## src/rtl/rf_dump.sv

```systemverilog
// Register-file dump engine: freezes the core, reads r0..r(NREGS-1) through one
// read port, and streams a framed byte sequence over a valid/ready interface.
module rf_dump #(
    parameter int         WIDTH     = 32,
    parameter int         ADDR_SIZE = 4,
    parameter logic [7:0] HDR_BYTE  = 8'hA5
) (
    input  logic                 clk,
    input  logic                 reset,
    input  logic                 start,
    input  logic                 abort,
    output logic [ADDR_SIZE-1:0] ra,
    input  logic [WIDTH-1:0]     rf_data,
    output logic                 hold,
    output logic [7:0]           tx_data,
    output logic                 tx_valid,
    input  logic                 tx_ready,
    output logic                 busy,
    output logic                 done
);

    localparam int NBYTES = WIDTH / 8;
    localparam int CNT_W  = (NBYTES > 1) ? $clog2(NBYTES) : 1;
    localparam logic [CNT_W-1:0]     CNT_LAST = CNT_W'(NBYTES - 1);
    localparam logic [ADDR_SIZE-1:0] IDX_LAST = '1;

    typedef enum logic [2:0] {
        S_IDLE,
        S_HDR,
        S_RD,
        S_IDX,
        S_DATA,
        S_FIN
    } state_t;

    state_t               state;
    state_t               state_next;
    logic [ADDR_SIZE-1:0] idx;
    logic [ADDR_SIZE-1:0] ra_last;
    logic [CNT_W-1:0]     cnt;
    logic [WIDTH-1:0]     capture;
    logic                 handshake;
    logic                 last_byte;
    logic                 last_reg;

    assign handshake = tx_valid & tx_ready;
    assign last_byte = (cnt == CNT_LAST);
    assign last_reg  = (idx == IDX_LAST);
    assign hold      = busy;

    // The address only moves while reading; otherwise it parks on the last register read.
    assign ra = (state == S_RD) ? idx : ra_last;

    always_ff @(posedge clk or negedge reset) begin
        if (!reset) begin
            state <= S_IDLE;
        end else begin
            state <= state_next;
        end
    end

    always_ff @(posedge clk or negedge reset) begin
        if (!reset) begin
            idx     <= '0;
            ra_last <= '0;
            cnt     <= '0;
            capture <= '0;
        end else begin
            case (state)
                S_IDLE: begin
                    if (start && !abort) begin
                        idx <= '0;
                        cnt <= '0;
                    end
                end
                S_HDR: begin
                    if (handshake) begin
                        idx <= '0;
                    end
                end
                S_RD: begin
                    capture <= rf_data;
                    ra_last <= idx;
                end
                S_IDX: begin
                    if (handshake) begin
                        cnt <= '0;
                    end
                end
                S_DATA: begin
                    if (handshake) begin
                        if (!last_byte) begin
                            cnt <= cnt + 1'b1;
                        end else if (!last_reg) begin
                            idx <= idx + 1'b1;
                        end
                    end
                end
                default: begin
                end
            endcase
        end
    end

    always_comb begin
        state_next = state;
        tx_valid   = 1'b0;
        tx_data    = 8'h00;
        busy       = 1'b0;
        done       = 1'b0;
        case (state)
            S_IDLE: begin
                if (start && !abort) begin
                    state_next = S_HDR;
                end
            end
            S_HDR: begin
                busy     = 1'b1;
                tx_valid = 1'b1;
                tx_data  = HDR_BYTE;
                if (handshake) begin
                    state_next = S_RD;
                end
            end
            S_RD: begin
                busy       = 1'b1;
                state_next = S_IDX;
            end
            S_IDX: begin
                busy     = 1'b1;
                tx_valid = 1'b1;
                tx_data  = 8'(idx);
                if (handshake) begin
                    state_next = S_DATA;
                end
            end
            S_DATA: begin
                busy     = 1'b1;
                tx_valid = 1'b1;
                tx_data  = capture[8*cnt +: 8];
                if (handshake && last_byte) begin
                    state_next = last_reg ? S_FIN : S_RD;
                end
            end
            S_FIN: begin
                done       = 1'b1;
                state_next = S_IDLE;
            end
            default: begin
                state_next = S_IDLE;
            end
        endcase
        // Abort drops the partial frame without a done pulse.
        if (state != S_IDLE && abort) begin
            state_next = S_IDLE;
        end
    end

endmodule
```

## config.mk

```make
export PLATFORM = sky130hd
export DESIGN_NAME = rf_dump
export DESIGN_NICKNAME = d
export VERILOG_FILES = /design/src/rtl/rf_dump.sv
export SDC_FILE = /design/constraint.sdc
export NUM_CORES = 1
export LEC_CHECK = 0
export CAP_MARGIN = 20
export CORE_ASPECT_RATIO = 0.8
export CORE_UTILIZATION = 60
export DETAILED_ROUTE_END_ITERATION = 8
export DONT_BUFFER_PORTS = 1
export PLACE_DENSITY_LB_ADDON = 0.3
export SETUP_SLACK_MARGIN = 0.4
export SLEW_MARGIN = 0
export SYNTH_ARGS = -nofsm -noshare
export SYNTH_HDL_FRONTEND = slang
export SYNTH_SLANG_ARGS = --single-unit
```

## constraint.sdc

```tcl
create_clock -name clk -period 2.3 [get_ports clk]
set_input_delay 0.46 -clock clk [delete_from_list [all_inputs] [get_ports clk]]
set_output_delay 0.46 -clock clk [all_outputs]
set_load 0.005 [all_outputs]
```

==> results_dict.tcl, run 1 <==
set metrics [dict create \
    critPathCaptureType "output pin" \
    syn_nets 217 \
    totalWireLength_um 4850 \
    internal-power_uw 2070 \
    vias_per_cell 6.42 \
    finalHoldViolCount 0 \
    netlist_instances 178 \
    setup_viol 0 \
    htree_levels 2 \
    synth_adder_area_share_pct 1.10 \
    synthFlopType "dfrtp_1" \
    syn_avg_cell_area_um2 12.8 \
    port_buffers 0 \
    worst-r2r-setup-slack_ns 0.41 \
    pwr-share-comb_pct 36.5 \
    min_to "state[1]" \
    powerDensity_mw_per_mm2 1140 \
    grt_pass1_wl_um 7980 \
    insertion_delay_ns 0.31 \
    cap_violations 0 \
    root_buffer "clkbuf_8" \
    synth.mux.area_fraction_pct 26.1 \
    use_met3_pct 9.01 \
    clockPowerShare_pct 21.0 \
    busiest_layer "met2" \
    num_vias 1521 \
    power.leakage_uw 0.00110 \
    row_count 19 \
    fmax_ghz 0.492 \
    grt_max_degree 46 \
    routedWlPerCell_um 20.5 \
    crit_fanout 4 \
    rsz0062_at_grt "yes" \
    worst-setup-path-type "register to output pin" \
    crit_start "cnt[0]" \
    gp_congestion 0.861 \
    drive_gt1_share_pct 49.2 \
    fin_crit_sh_pct 88.4 \
    antenna_found_initial 0 \
    pin_count 53 \
    syn-cell-area_mm2 0.00228 \
    finalNonFillerCells 237 \
    status "finished, final reports clean" \
    worst_ep_required_time_ns 1.84 \
    grt_pass1_vias 1617 \
    final_util_pct 74.9 \
    grt_use_met1_pct 34.2 \
    hold_path_class "input pin to register" \
    antenna_cells 0 \
    async_flop_share_pct 100 \
    layout_common_cells "40 x dfrtp_1, 32 x mux2_2, 15 x buf_4" \
    fin_nets 233 \
    clk_pin_slew_worst_paths_ns 0.09 \
    dp_hpwl_um 3240 \
    hold_depth 1 \
    layout_min_cycle_time_ns 2.03 \
    hp-start "abort" \
    whs_ns 0.201 \
    firstDrtPassIters 6 \
    area_delta_synth_final_pct 15.6 \
    irDropWorstVdd_mv 0.779 \
    tightest_slew_ns 0.333 \
    regToRegEndpoint "idx[3]" \
    initial_utilization_pct 64.8 \
    cts_tree "built" \
    cts_buffers 5 \
    die_x_um 70.9 \
    pwr-share-seq_pct 42.6 \
    start_kind "register" \
    final_common_cell "dfrtp_1" \
    fin_setup_tns_ns 0 \
    grtUsageMet2_pct 42.9 \
    synth_top_family_by_area "multiplexers" \
    switchingPower_uw 929 \
    drv_slew 0 \
    synthSimpleGateAreaFrac_pct 9.88 \
    synth_warnings 0 \
    power.total_uw 3000 \
    ff2ff_path_depth 6 \
    synth_seq_cells 45 \
    switching_share_pct 31.0 \
    drc 0 \
    dp.cells 212 \
    arrival_ns 1.57 \
    synthXorXnorAreaFrac_pct 1.15 \
    drt_iter0_drc 88 \
    design.core.area_mm2 0.00352 \
    clock_path_buffers 2 \
    ys_seq_area_share_pct 49.4 \
    final.fill_count 228 \
    slew_headroom_pct 77.6 \
    overflow 0 \
    cts_sinks 45 \
    ys_types 40 \
    drtAntennaViolNets 0 \
    synth_compound_area_share_pct 8.29 \
    r2r_start "state[2]" \
    die_y_um 57.1 \
    synth-edff-count 0 \
    die-area_mm2 0.00405 \
    fin_skew_ns 0.00997 \
    grt.total_usage_pct 26.5 \
]
-- area by class of cell --
class                      instances  area, µm²  share of cell area [%]
timing repair buffer              20        193                    7.31
tap                               42       52.6                    1.99
multi-input combinational        119       1130                    42.8
sequential                        45       1130                    43.0
inverter                           3       13.8                   0.522
clock inverter                     1       30.0                    1.14
clock buffer                       7       86.3                    3.27
-- cell usage after synthesis, types with 3 or more instances --
cell type	instances	area share, %
a21oi_1	8	1.8
and3_1	5	1.4
buf_6	4	2.0
clkbuf_1	3	0.49
dfrtp_1	45	49
mux2_2	36	18
mux4_2	8	7.9
nand2_1	12	2.0
nand2b_1	3	0.82
nand3_1	3	0.66
nor2_1	6	0.99
o21ai_0	5	1.1
xnor2_1	3	1.2
-- registers in the layout, indices dropped and copies added (netlist names) --
register,flops
state,3
capture,32
idx,4
cnt,2
ra_last,4
-- worst max-delay path, cell delays in order, from the launching register on --
cell     delay [ns]
dfrtp_2        0.41
buf_12         0.12
mux4_2         0.49
a22o_1         0.24
-- what timing repair did --
action | in CTS | in global routing
endpoints found under the setup margin | 33 | 13
hold buffers | 1 | 1
pin swaps | 11 | 2
endpoints found under the hold margin | 45 | 21
gates resized for setup | 24 | 5
buffers inserted | 11 | 4
-- metrics by stage --
stage               worst slack [ns]  cell area [µm²]
floorplan                      0.411             2280
global placement               0.356             2270
detailed placement             0.322             2270
CTS                            0.269             2580
global route                   0.216             2640
finish                         0.266             2640
-- worst max path at each step --
stage | slack [ns] | to | cells after the start
2_1_floorplan | 0.41 | ra[0] | 5
3_3_place_gp | 0.36 | ra[1] | 3
3_5_place_dp | 0.32 | ra[1] | 3
4_1_cts | 0.27 | tx_data[3] | 3
5_1_grt | 0.22 | tx_data[3] | 3
6_report | 0.27 | tx_data[3] | 3
-- power by group through the flow --
stage | clock (µW) | combinational, µW | sequential, µW
after floorplan | 0 | 824 | 1210
after global placement | 0 | 818 | 1310
after detailed placement | 0 | 854 | 1330
after CTS | 623 | 1040 | 1280
after global routing | 668 | 1170 | 1320
final | 628 | 1090 | 1280
-- layer usage --
layer,routed length [µm],vias up
met1,2080,774
li1,-,681
met2,2400,57
met4,81,0
met5,0,-
met3,291,9
-- kinds of logic after synthesis --
| logic type | count (synthesis) |
|---|---|
| AOI/OAI and AO/OA | 28 |
| adders and majority gates | 2 |
| muxes | 45 |
| and+or+nand+nor | 41 |
| xor gates and xnor gates | 3 |
| DFF | 45 |
| buffers and inverters | 14 |
No activity file was read; power rests on OpenSTA's default activity.
==> run 2, diff against run 1 <==
--- a/config.mk
+++ b/config.mk
@@ -10,9 +10,10 @@
 export CORE_UTILIZATION = 60
 export DETAILED_ROUTE_END_ITERATION = 8
 export DONT_BUFFER_PORTS = 1
-export PLACE_DENSITY_LB_ADDON = 0.3
+export PLACE_DENSITY = 0.79
 export SETUP_SLACK_MARGIN = 0.4
 export SLEW_MARGIN = 0
 export SYNTH_ARGS = -nofsm -noshare
 export SYNTH_HDL_FRONTEND = slang
 export SYNTH_SLANG_ARGS = --single-unit
+export TNS_END_PERCENT = 20
==> run 2 against run 1 <==
The flow now finishes with violations (design-rule violations, negative hold slack). Clock-buffer cell count unchanged. Combinational power is 6% lower. Sequential power is essentially flat. Utilization decreased by 1.8 points. Register-to-register slack better by 0.10 ns. Clock skew decreased by 0.00058 ns. Critical endpoint is now tx_data[1].
==> results_dict.tcl, run 2 (same netlist as run 1, synthesis figures left out) <==
set metrics [dict create \
    die-area_mm2 0.00405 \
    failed_checks "design-rule violations, negative hold slack" \
    gp_congestion 0.858 \
    switching_share_pct 29.8 \
    whs_ns -0.0103 \
    drv_slew 0 \
    firstDrtPassIters 6 \
    layout_min_cycle_time_ns 2.06 \
    num_vias 1476 \
    cap_violations 0 \
    crit_fanout 6 \
    hold_path_class "input pin to asynchronous set/reset pin" \
    port_buffers 0 \
    max_stage_delay_ns 0.49 \
    arrival_ns 1.60 \
    root_buffer "clkbuf_8" \
    finalNonFillerCells 235 \
    internal-power_uw 2040 \
    worst_ep_required_time_ns 1.84 \
    slew_headroom_pct 70.9 \
    ff2ff_path_depth 7 \
    tightest_slew_ns 0.437 \
    critPathCaptureType "output pin" \
    grt.total_usage_pct 26.6 \
    fin_setup_tns_ns 0 \
    dp_hpwl_um 3220 \
    power.leakage_uw 0.00110 \
    path_cells "buf_6 -> mux4_2 -> a22o_1" \
    crit_family "multiplexers" \
    initial_utilization_pct 64.8 \
    drive_gt1_share_pct 43.0 \
    fin_skew_ns 0.00939 \
    setup_viol 0 \
    clockPowerShare_pct 20.9 \
    die_x_um 70.9 \
    final_cell_area_mm2 0.00257 \
    drt_iter0_drc 117 \
    design.core.area_mm2 0.00352 \
    path_buf_inv 1 \
    post_dp_cell_area_mm2 0.00229 \
    area_delta_synth_final_pct 12.8 \
    worst-path-stages 3 \
    final_util_pct 73.1 \
    cts_tree "built" \
    start_kind "register" \
    cts_sinks 45 \
    htree_levels 2 \
    final.fill_count 242 \
    fin_nets 231 \
    final_common_cell "dfrtp_1" \
    fmax_ghz 0.486 \
    antenna_found_initial 0 \
    powerDensity_mw_per_mm2 1130 \
    dp.cells 214 \
    grt_pass1_vias 1572 \
    worst-setup-path-type "register to output pin" \
    cts_buffers 5 \
    rsz0062_at_grt "yes" \
    die_y_um 57.1 \
    reg_top3 "capture: 32 flops, idx: 4 flops, ra_last: 4 flops" \
    pin_count 53 \
    top_register "capture" \
    clk_pin_slew_worst_paths_ns 0.08 \
    irDropWorstVdd_mv 0.633 \
    grt_pass1_wl_um 7990 \
    row_count 19 \
    finalHoldViolCount 4 \
    pwr-share-comb_pct 35.3 \
    status "complete, but fails checks" \
    insertion_delay_ns 0.30 \
    switchingPower_uw 867 \
    cpMaxStageDelayCell "mux4_2" \
    clock_path_buffers 2 \
    vias_per_cell 6.28 \
    pwr-share-seq_pct 43.8 \
    antenna_cells 0 \
    layout_common_cells "42 x dfrtp_1, 32 x mux2_2, 12 x buf_4" \
    drc 4 \
    fin_crit_sh_pct 89.4 \
    grt_max_degree 46 \
    power.total_uw 2900 \
    totalWireLength_um 4760 \
    overflow 0 \
    routedWlPerCell_um 20.3 \
    drtAntennaViolNets 0 \
    largest_register_ff_count 32 \
]
==> run 2: changes by cell type in the layout (fill, tap and decap cells not counted), moves of 3 or more <==
cell,previous run,this run
nand2_2,5,2
nand2_1,8,11
buf_4,15,12
buf_6,2,5
==> run 2: metal layers <==
layer	part of all wire [%]	track usage (%)	vias up
met5	0	0	-
met4	0.97	7.14	0
met3	6.1	7.42	7
met2	51	46.0	47
met1	42	33.7	747
li1	-	-	675
==> run 2: metrics by stage <==
step / hold slack (ns) / setup WS [ns]
global route: 0.00699 / 0.191
detailed placement: 0.165 / 0.299
finish: -0.0103 / 0.244
floorplan: 0.164 / 0.394
global placement: 0.165 / 0.339
CTS: 0.00184 / 0.237
==> run 2: power groups by stage <==
stage	combinational [µW]	clock, µW	sequential [µW]
after floorplan	821	0	1210
after global placement	847	0	1290
after detailed placement	883	0	1300
after CTS	1020	618	1270
after global routing	1110	642	1310
final	1030	607	1270
==> run 2: area by class of cell <==
cell class	instances	area [µm²]	area share (%)
multi-input combinational	119	1090	42.3
sequential	45	1130	43.9
clock buffer	7	86.3	3.36
tap	42	52.6	2.04
inverter	3	11.3	0.438
clock inverter	1	30.0	1.17
timing repair buffer	18	174	6.76
==> run 2: timing repair <==
action,CTS,global route
endpoints found under the setup margin,30,13
resized for setup,10,6
buffers inserted,12,0
pin swaps,1,1
endpoints found under the hold margin,45,0
hold buffers,1,0
==> run 2: final timing paths <==
| kind | end | slack, ns | from |
|---|---|---|---|
| setup / recovery | tx_data[1] | 0.24 | cnt[0] |
| hold / removal | state[2] | -0.01 | reset |
| setup reg to reg | cnt[1] | 0.51 | cnt[0] |
| hold reg to reg | capture[14] | 0.51 | capture[14] |
| max in group asynchronous | capture[4] | 2.10 | reset |
| min in group clk | state[1] | 0.21 | abort |
